File: src/rtl/exception_beta_pkg.sv
// Shared types and constants for the exception_beta arbiter: cause bit indices,
// ExcCode values, vector offsets and the handshake FSM state encoding.
`default_nettype none

package exception_pkg;

   localparam int EXC_W = 13;

   // Bit order is also the in-lane priority order (bit 0 highest).
   typedef enum logic [3:0] {
      IADDR_ALIGN = 4'd0,
      ITLB_REFILL = 4'd1,
      ITLB_INV    = 4'd2,
      SYSCALL     = 4'd3,
      BREAK       = 4'd4,
      RI          = 4'd5,
      CPU         = 4'd6,
      OV          = 4'd7,
      ERET        = 4'd8,
      DADDR_ALIGN = 4'd9,
      DTLB_REFILL = 4'd10,
      DTLB_INV    = 4'd11,
      DTLB_MOD    = 4'd12
   } exc_cause_e;

   localparam logic [4:0] CODE_INT  = 5'h00;
   localparam logic [4:0] CODE_MOD  = 5'h01;
   localparam logic [4:0] CODE_TLBL = 5'h02;
   localparam logic [4:0] CODE_TLBS = 5'h03;
   localparam logic [4:0] CODE_ADEL = 5'h04;
   localparam logic [4:0] CODE_ADES = 5'h05;
   localparam logic [4:0] CODE_SYS  = 5'h08;
   localparam logic [4:0] CODE_BP   = 5'h09;
   localparam logic [4:0] CODE_RI   = 5'h0a;
   localparam logic [4:0] CODE_CPU  = 5'h0b;
   localparam logic [4:0] CODE_OV   = 5'h0c;

   localparam logic [31:0] OFF_REFILL   = 32'h0000_0000;
   localparam logic [31:0] OFF_GENERAL  = 32'h0000_0180;
   localparam logic [31:0] OFF_INT_IV   = 32'h0000_0200;
   localparam logic [31:0] BOOTSTRAP_BASE = 32'hbfc0_0200;

   typedef enum logic [1:0] {
      ST_IDLE     = 2'd0,
      ST_COMMIT   = 2'd1,
      ST_REDIRECT = 2'd2
   } exc_state_e;

endpackage

`default_nettype wire

File: src/rtl/exception_beta_lane_decode.sv
// exc_lane_decode: combinational per-lane ExcCode, BadVAddr and handler-offset
// generator; a pending interrupt (lane 0 only) overrides all synchronous causes.
`default_nettype none

module exc_lane_decode
   import exception_pkg::*;
(
   input  logic             valid,
   input  logic [EXC_W-1:0] cause,
   input  logic [31:0]      pc,
   input  logic [31:0]      mem_addr,
   input  logic             mem_wen,
   input  logic             bd,
   input  logic             int_pending,
   input  logic             exl_set,
   input  logic             use_special_iv,
   output logic             hit,
   output logic             is_eret,
   output logic [4:0]       code,
   output logic [31:0]      offset,
   output logic [31:0]      epc,
   output logic [31:0]      bad_vaddr,
   output logic             bad_vaddr_wen
);

   logic [31:0] refill_off;

   assign hit        = valid & (int_pending | (|cause));
   assign epc        = bd ? (pc - 32'd4) : pc;
   assign refill_off = exl_set ? OFF_GENERAL : OFF_REFILL;

   always_comb begin
      code          = CODE_INT;
      offset        = OFF_GENERAL;
      bad_vaddr     = 32'h0;
      bad_vaddr_wen = 1'b0;
      is_eret       = 1'b0;
      if (int_pending) begin
         offset = use_special_iv ? OFF_INT_IV : OFF_GENERAL;
      end else if (cause[IADDR_ALIGN]) begin
         code = CODE_ADEL; bad_vaddr = pc; bad_vaddr_wen = 1'b1;
      end else if (cause[ITLB_REFILL]) begin
         code = CODE_TLBL; bad_vaddr = pc; bad_vaddr_wen = 1'b1; offset = refill_off;
      end else if (cause[ITLB_INV]) begin
         code = CODE_TLBL; bad_vaddr = pc; bad_vaddr_wen = 1'b1;
      end else if (cause[SYSCALL]) begin
         code = CODE_SYS;
      end else if (cause[BREAK]) begin
         code = CODE_BP;
      end else if (cause[RI]) begin
         code = CODE_RI;
      end else if (cause[CPU]) begin
         code = CODE_CPU;
      end else if (cause[OV]) begin
         code = CODE_OV;
      end else if (cause[ERET]) begin
         is_eret = 1'b1;
      end else if (cause[DADDR_ALIGN]) begin
         code = mem_wen ? CODE_ADES : CODE_ADEL; bad_vaddr = mem_addr; bad_vaddr_wen = 1'b1;
      end else if (cause[DTLB_REFILL]) begin
         code = mem_wen ? CODE_TLBS : CODE_TLBL; bad_vaddr = mem_addr; bad_vaddr_wen = 1'b1;
         offset = refill_off;
      end else if (cause[DTLB_INV]) begin
         code = mem_wen ? CODE_TLBS : CODE_TLBL; bad_vaddr = mem_addr; bad_vaddr_wen = 1'b1;
      end else if (cause[DTLB_MOD]) begin
         code = CODE_MOD; bad_vaddr = mem_addr; bad_vaddr_wen = 1'b1;
      end
   end

endmodule

`default_nettype wire

File: src/rtl/exception_beta.sv
// exception_beta: oldest-lane exception arbiter with CP0 commit and fetch-redirect
// handshake. Define EXC_STATS_EN to add the exp_count / last_code statistics ports.
`default_nettype none

module exception_beta
   import exception_pkg::*;
#(
   parameter int LANES       = 2,
   parameter int NUM_INT     = 8,
   parameter int SYNC_STAGES = 2
) (
   input  logic                     clk,
   input  logic                     rst,
   input  logic [LANES-1:0]         lane_valid,
   input  logic [LANES*EXC_W-1:0]   lane_cause,
   input  logic [LANES*32-1:0]      lane_pc,
   input  logic [LANES-1:0]         lane_bd,
   input  logic [LANES*32-1:0]      lane_mem_addr,
   input  logic [LANES-1:0]         lane_mem_wen,
   input  logic [NUM_INT-1:0]       int_raw,
   input  logic [NUM_INT-1:0]       int_mask,
   input  logic                     allow_interrupt,
   input  logic                     exl_set,
   input  logic [31:0]              epc_in,
   input  logic [31:0]              cp0_ebase,
   input  logic                     cp0_use_bootstrap_iv,
   input  logic                     cp0_use_special_iv,
   input  logic                     redirect_ready,
   output logic                     busy,
   output logic                     flush,
   output logic [LANES-1:0]         kill_mask,
   output logic                     cp0_exp_en,
   output logic                     cp0_exl_clean,
   output logic [4:0]               cp0_exp_code,
   output logic [31:0]              cp0_exp_epc,
   output logic                     cp0_exp_bd,
   output logic [31:0]              cp0_exp_bad_vaddr,
   output logic                     cp0_exp_bad_vaddr_wen,
   output logic [$clog2(LANES)-1:0] exp_lane,
   output logic                     redirect_valid,
   output logic [31:0]              redirect_pc
`ifdef EXC_STATS_EN
   ,
   output logic [31:0]              exp_count,
   output logic [4:0]               last_code
`endif
);

   localparam int LANE_W = $clog2(LANES);

   exc_state_e state, state_next;

   logic [NUM_INT-1:0] sync_q [SYNC_STAGES];
   logic [NUM_INT-1:0] int_sync;
   logic               int_pend;

   logic [LANES-1:0] hit, is_eret, bvwen;
   logic [4:0]       code [LANES];
   logic [31:0]      off [LANES];
   logic [31:0]      epc [LANES];
   logic [31:0]      bv  [LANES];

   logic              found;
   logic [LANE_W-1:0] win;
   logic [LANES-1:0]  kill_d;
   logic [31:0]       vec_base;
   logic              capture;

   logic [LANES-1:0] kill_q;
   logic             eret_q;

   logic unused_ebase;
   assign unused_ebase = ^{cp0_ebase[31:30], cp0_ebase[11:0]};

   always_ff @(posedge clk or posedge rst) begin
      if (rst) begin
         for (int s = 0; s < SYNC_STAGES; s++) sync_q[s] <= '0;
      end else begin
         sync_q[0] <= int_raw;
         for (int s = 1; s < SYNC_STAGES; s++) sync_q[s] <= sync_q[s-1];
      end
   end

   assign int_sync = sync_q[SYNC_STAGES-1];
   assign int_pend = (|(int_sync & int_mask)) & allow_interrupt & lane_valid[0];

   for (genvar g = 0; g < LANES; g++) begin : g_lane
      exc_lane_decode u_dec (
         .valid          (lane_valid[g]),
         .cause          (lane_cause[g*EXC_W +: EXC_W]),
         .pc             (lane_pc[g*32 +: 32]),
         .mem_addr       (lane_mem_addr[g*32 +: 32]),
         .mem_wen        (lane_mem_wen[g]),
         .bd             (lane_bd[g]),
         .int_pending    ((g == 0) ? int_pend : 1'b0),
         .exl_set        (exl_set),
         .use_special_iv (cp0_use_special_iv),
         .hit            (hit[g]),
         .is_eret        (is_eret[g]),
         .code           (code[g]),
         .offset         (off[g]),
         .epc            (epc[g]),
         .bad_vaddr      (bv[g]),
         .bad_vaddr_wen  (bvwen[g])
      );
   end

   // Scan from youngest to oldest so the oldest hit is what remains.
   always_comb begin
      found = 1'b0;
      win   = '0;
      for (int i = LANES - 1; i >= 0; i--) begin
         if (hit[i]) begin
            found = 1'b1;
            win   = LANE_W'(i);
         end
      end
      kill_d = '0;
      for (int i = 0; i < LANES; i++) kill_d[i] = (i >= int'(win));
   end

   assign vec_base = cp0_use_bootstrap_iv ? BOOTSTRAP_BASE
                                          : {2'b10, cp0_ebase[29:12], 12'h000};
   assign capture  = (state == ST_IDLE) && found;

   always_ff @(posedge clk or posedge rst) begin
      if (rst) state <= ST_IDLE;
      else     state <= state_next;
   end

   always_comb begin
      state_next     = state;
      busy           = 1'b0;
      flush          = 1'b0;
      kill_mask      = '0;
      cp0_exp_en     = 1'b0;
      cp0_exl_clean  = 1'b0;
      redirect_valid = 1'b0;
      case (state)
         ST_IDLE: begin
            if (found) state_next = ST_COMMIT;
         end
         ST_COMMIT: begin
            busy          = 1'b1;
            flush         = 1'b1;
            kill_mask     = kill_q;
            cp0_exp_en    = ~eret_q;
            cp0_exl_clean = eret_q;
            state_next    = ST_REDIRECT;
         end
         ST_REDIRECT: begin
            busy           = 1'b1;
            redirect_valid = 1'b1;
            if (redirect_ready) state_next = ST_IDLE;
         end
         default: state_next = ST_IDLE;
      endcase
   end

   always_ff @(posedge clk or posedge rst) begin
      if (rst) begin
         kill_q                <= '0;
         eret_q                <= 1'b0;
         cp0_exp_code          <= 5'h0;
         cp0_exp_epc           <= 32'h0;
         cp0_exp_bd            <= 1'b0;
         cp0_exp_bad_vaddr     <= 32'h0;
         cp0_exp_bad_vaddr_wen <= 1'b0;
         exp_lane              <= '0;
         redirect_pc           <= 32'h0;
      end else if (capture) begin
         kill_q                <= kill_d;
         eret_q                <= is_eret[win];
         cp0_exp_code          <= code[win];
         cp0_exp_epc           <= epc[win];
         cp0_exp_bd            <= lane_bd[win];
         cp0_exp_bad_vaddr     <= bv[win];
         cp0_exp_bad_vaddr_wen <= bvwen[win];
         exp_lane              <= win;
         redirect_pc           <= is_eret[win] ? epc_in : (vec_base + off[win]);
      end
   end

`ifdef EXC_STATS_EN
   always_ff @(posedge clk or posedge rst) begin
      if (rst) begin
         exp_count <= 32'h0;
         last_code <= 5'h0;
      end else if (state == ST_COMMIT && !eret_q) begin
         exp_count <= exp_count + 32'd1;
         last_code <= cp0_exp_code;
      end
   end
`endif

endmodule

`default_nettype wire
File: config.mk
export PLATFORM = sky130hd
export DESIGN_NAME = exception_beta
export DESIGN_NICKNAME = d
export VERILOG_FILES = /design/src/rtl/exception_beta_pkg.sv /design/src/rtl/exception_beta_lane_decode.sv /design/src/rtl/exception_beta.sv
export SDC_FILE = /design/constraint.sdc
export NUM_CORES = 1
export LEC_CHECK = 0
export ABC_AREA = 0
export BUFFER_PORTS_ARGS = -buffer_cell sky130_fd_sc_hd__buf_2
export CAP_MARGIN = 20
export CORE_AREA = 2 2 137 139
export CTS_BUF_LIST = sky130_fd_sc_hd__clkbuf_16
export CTS_CLUSTER_DIAMETER = 50
export DETAILED_ROUTE_END_ITERATION = 7
export DIE_AREA = 0 0 139 141
export GPL_TIMING_DRIVEN = 1
export PLACE_DENSITY_LB_ADDON = 0.3
export SLEW_MARGIN = 20
export SYNTH_ARGS = -nofsm -noshare
export SYNTH_HDL_FRONTEND = slang
export SYNTH_SLANG_ARGS = --single-unit
File: constraint.sdc
create_clock -name clk -period 8.7 [get_ports clk]
set_input_delay 1.74 -clock clk [delete_from_list [all_inputs] [get_ports clk]]
set_output_delay 1.74 -clock clk [all_outputs]
set_load 0.005 [all_outputs]
==> results.cfg <==
[outcome]
status = finished clean

[layout]
drive_above_1_share = 0.343
fin_nets = 1490
fillerInstances = 1756
areaGrowthSynthToFinish_pct = 32.3

[floorplan]
start_util = 0.420
die-width_um = 139
placementRows = 50
core_um2 = 18300
die_h_um = 141
dieArea_um2 = 19600
io_pins = 358

[cts]
numCtsBuffers = 17
path_clk_slew_ps = 50
cts-root-buf = clkbuf_16
clockBufferDepth = 2
cts_sinks = 124
postCtsHoldBufs = 0
tritoncts = built
post_cts_buffers = 0
worstSkewPairLatency_ps = 420
htree_levels = 4
cts.repair.resized = 0

[power]
power_leakage_nw = 4.84
vdd_drop_max_mv = 0.153
power_density_nw_per_um2 = 251

[synthesis]
ys.flop_type = dfrtp_1
synth_fa_ha_area_frac = 0.00979
yosysTopAreaCell = dfrtp_1
syn_nets = 1180
synth_xor_area_frac = 0.0583
synth_compound_area_frac = 0.167
netlist_area_um2 = 7670
synth-edff-count = 0
yosys.area.top_type_share = 0.405
synthCells = 927
synth.area.mux_share = 0.0638
async_reset_ff_frac = 1.00
synth_top_family_by_area = simple AND/OR/NAND/NOR gates
yosysSeqAreaShare = 0.405
yosys-top-cells-area = dfrtp_1 (40%), nand2_1 (8.0%), a21oi_1 (5.3%)
synth_common_cells = nand2_1 (163), dfrtp_1 (124), a21oi_1 (81)
ys_seq_elements = 124
yosysWarnings = 0
synth.most_common_cell = nand2_1
avgSynthCellArea_um2 = 8.27
synthSimpleGateAreaFrac = 0.254
yosys.cell_types.count = 58

[timing]
slew_headroom = 0.269
fmax_mhz = 215
fin_skew_ps = 8.82
whs_ps = 346
finalWorstSetupSlack_ps = 4050
tns_ps = 0
period_minus_slack_ps = 4650
hold_viol = 0
rsz0062_at_grt = no
report.final.slew_viol_count = 0
period_share = 0.534
worst_slew_pin_slew_ps = 1100
finalSetupViolCount = 0

[place]
place_congestion = 0.882
dp_hpwl_mm = 20.1
dp_slack_ps = 3640
io_buffer_count = 342

[detailed_routing]
vias = 8091
drt_iter0_drc = 476
via_per_inst = 5.44
wl_mm = 27.1
drc_errors = 0
drt_first_pass_iters = 7
drtAntennaViolNets = 0
wl_per_cell_um = 18.2

[setup_path]
critPathSlowestCell = buf_4
worstSetupStartpointType = input pin
worstSetupPathType = input pin to flop
crit_family = simple AND/OR/NAND/NOR gates
worst_path_largest_cell_delay_ps = 700
reg2reg_depth = 6
critPathArrivalTime_ps = 4900
cp.buffers_inverters = 2
worstPathRequired_ps = 8950
crit_chain = buf_2 -> or4_4 -> o41ai_1 -> nand3_1 -> nand2_4 -> buf_4 -> o21ai_0
path_depth = 7
end_kind = flop
path_max_fanout = 82

[grt]
antenna_found_initial = 10
track_usage = 0.275
grt_max_degree = 83
grt_pass1_vias = 7721
grt_pass1_wl_mm = 42.3
globalRouteOverflowTotal = 0

[job]
maxCapViolations = 0

[hold_path]
hold_depth = 0
hold_path.class = flop to flop
==> layout make-up <==
class	instances	area [µm²]	area share
multi-input combinational	732	4270	0.421
sequential	124	3100	0.306
timing repair buffer	352	1790	0.176
clock buffer	17	425	0.0420
tap	234	293	0.0289
clock inverter	14	204	0.0201
inverter	10	42.5	0.00420
antenna	5	12.5	0.00123
==> per-stage QoR <==
stage / cells / total power, mW / cell area (µm²) / util
global placement: 1452 / 1.77 / 9500 / 0.520
detailed placement: 1452 / 1.79 / 9500 / 0.520
CTS: 1483 / 2.57 / 10100 / 0.554
floorplan: 927 / 1.37 / 7670 / -
finish: 1488 / 2.54 / 10100 / 0.555
global route: 1486 / 2.73 / 10100 / 0.555
==> sequential cells by signal, summed over array words and instances, names as in the netlist, 2 cells and up <==
signal             count
cp0_exp_bad_vaddr     32
cp0_exp_code           4
cp0_exp_epc           32
int_sync               8
kill_q                 2
redirect_pc           32
state                  2
sync_q                 8
==> power by group <==
group / internal, mW / leakage (nW) / switching [mW]
clock: 0.503 / 0.309 / 0.263
sequential: 0.796 / 1.51 / 0.107
combinational: 0.361 / 3.02 / 0.511
==> kinds of logic (layout without fill, tap and decap cells) <==
family,Yosys count,after routing
buffers and inverters,71,393
and+or+nand+nor,409,409
muxes,45,45
adders and majority gates,6,6
DFF,124,124
other,1,6
AOI/OAI and AO/OA,220,220
xor gates and xnor gates,51,51
==> layout by cell type, fill, tap and decap left out, types with 18 or more instances in the layout <==
| cell type | Yosys | routed |
|---|---|---|
| a21oi_1 | 81 | 81 |
| nand2_1 | 163 | 162 |
| nand3_1 | 48 | 47 |
| o21ai_0 | 76 | 76 |
| buf_2 | 15 | 342 |
| nor4_1 | 23 | 23 |
| a31oi_1 | 18 | 18 |
| mux2_2 | 31 | 31 |
| xor2_1 | 41 | 41 |
| nor3_1 | 43 | 41 |
| dfrtp_1 | 124 | 124 |
| nor2_1 | 65 | 65 |
==> metal layers <==
metal / part of all wire / routed length, µm / track usage
met5: 0.0014 / 38 / 0
met4: 0.024 / 658 / 0.0957
met3: 0.085 / 2290 / 0.0795
met2: 0.49 / 13200 / 0.465
met1: 0.40 / 10900 / 0.339
==> path summary, 6_finish.rpt <==
| kind | from | end | slack, ps |
|---|---|---|---|
| worst min register to register | sync_q[12] | int_sync[4] | 350 |
| worst max-delay path | lane_cause[6] | cp0_exp_bad_vaddr[4] | 4050 |
| min in group asynchronous | rst | cp0_exp_bad_vaddr[23] | 1360 |
| worst max register to register | int_sync[2] | cp0_exp_epc[10] | 5780 |
| max in group asynchronous | rst | redirect_pc[5] | 6030 |
| worst min-delay path | sync_q[12] | int_sync[4] | 350 |
==> worst reg2reg max path, cell delays in order, from the launching register on <==
cell	delay (ps)
dfrtp_1	360
a22oi_1	250
a41oi_1	390
nor3_4	880
buf_4	400
mux2_2	370
o21ai_0	180
Note: power is estimated with default switching activity, not from simulation.
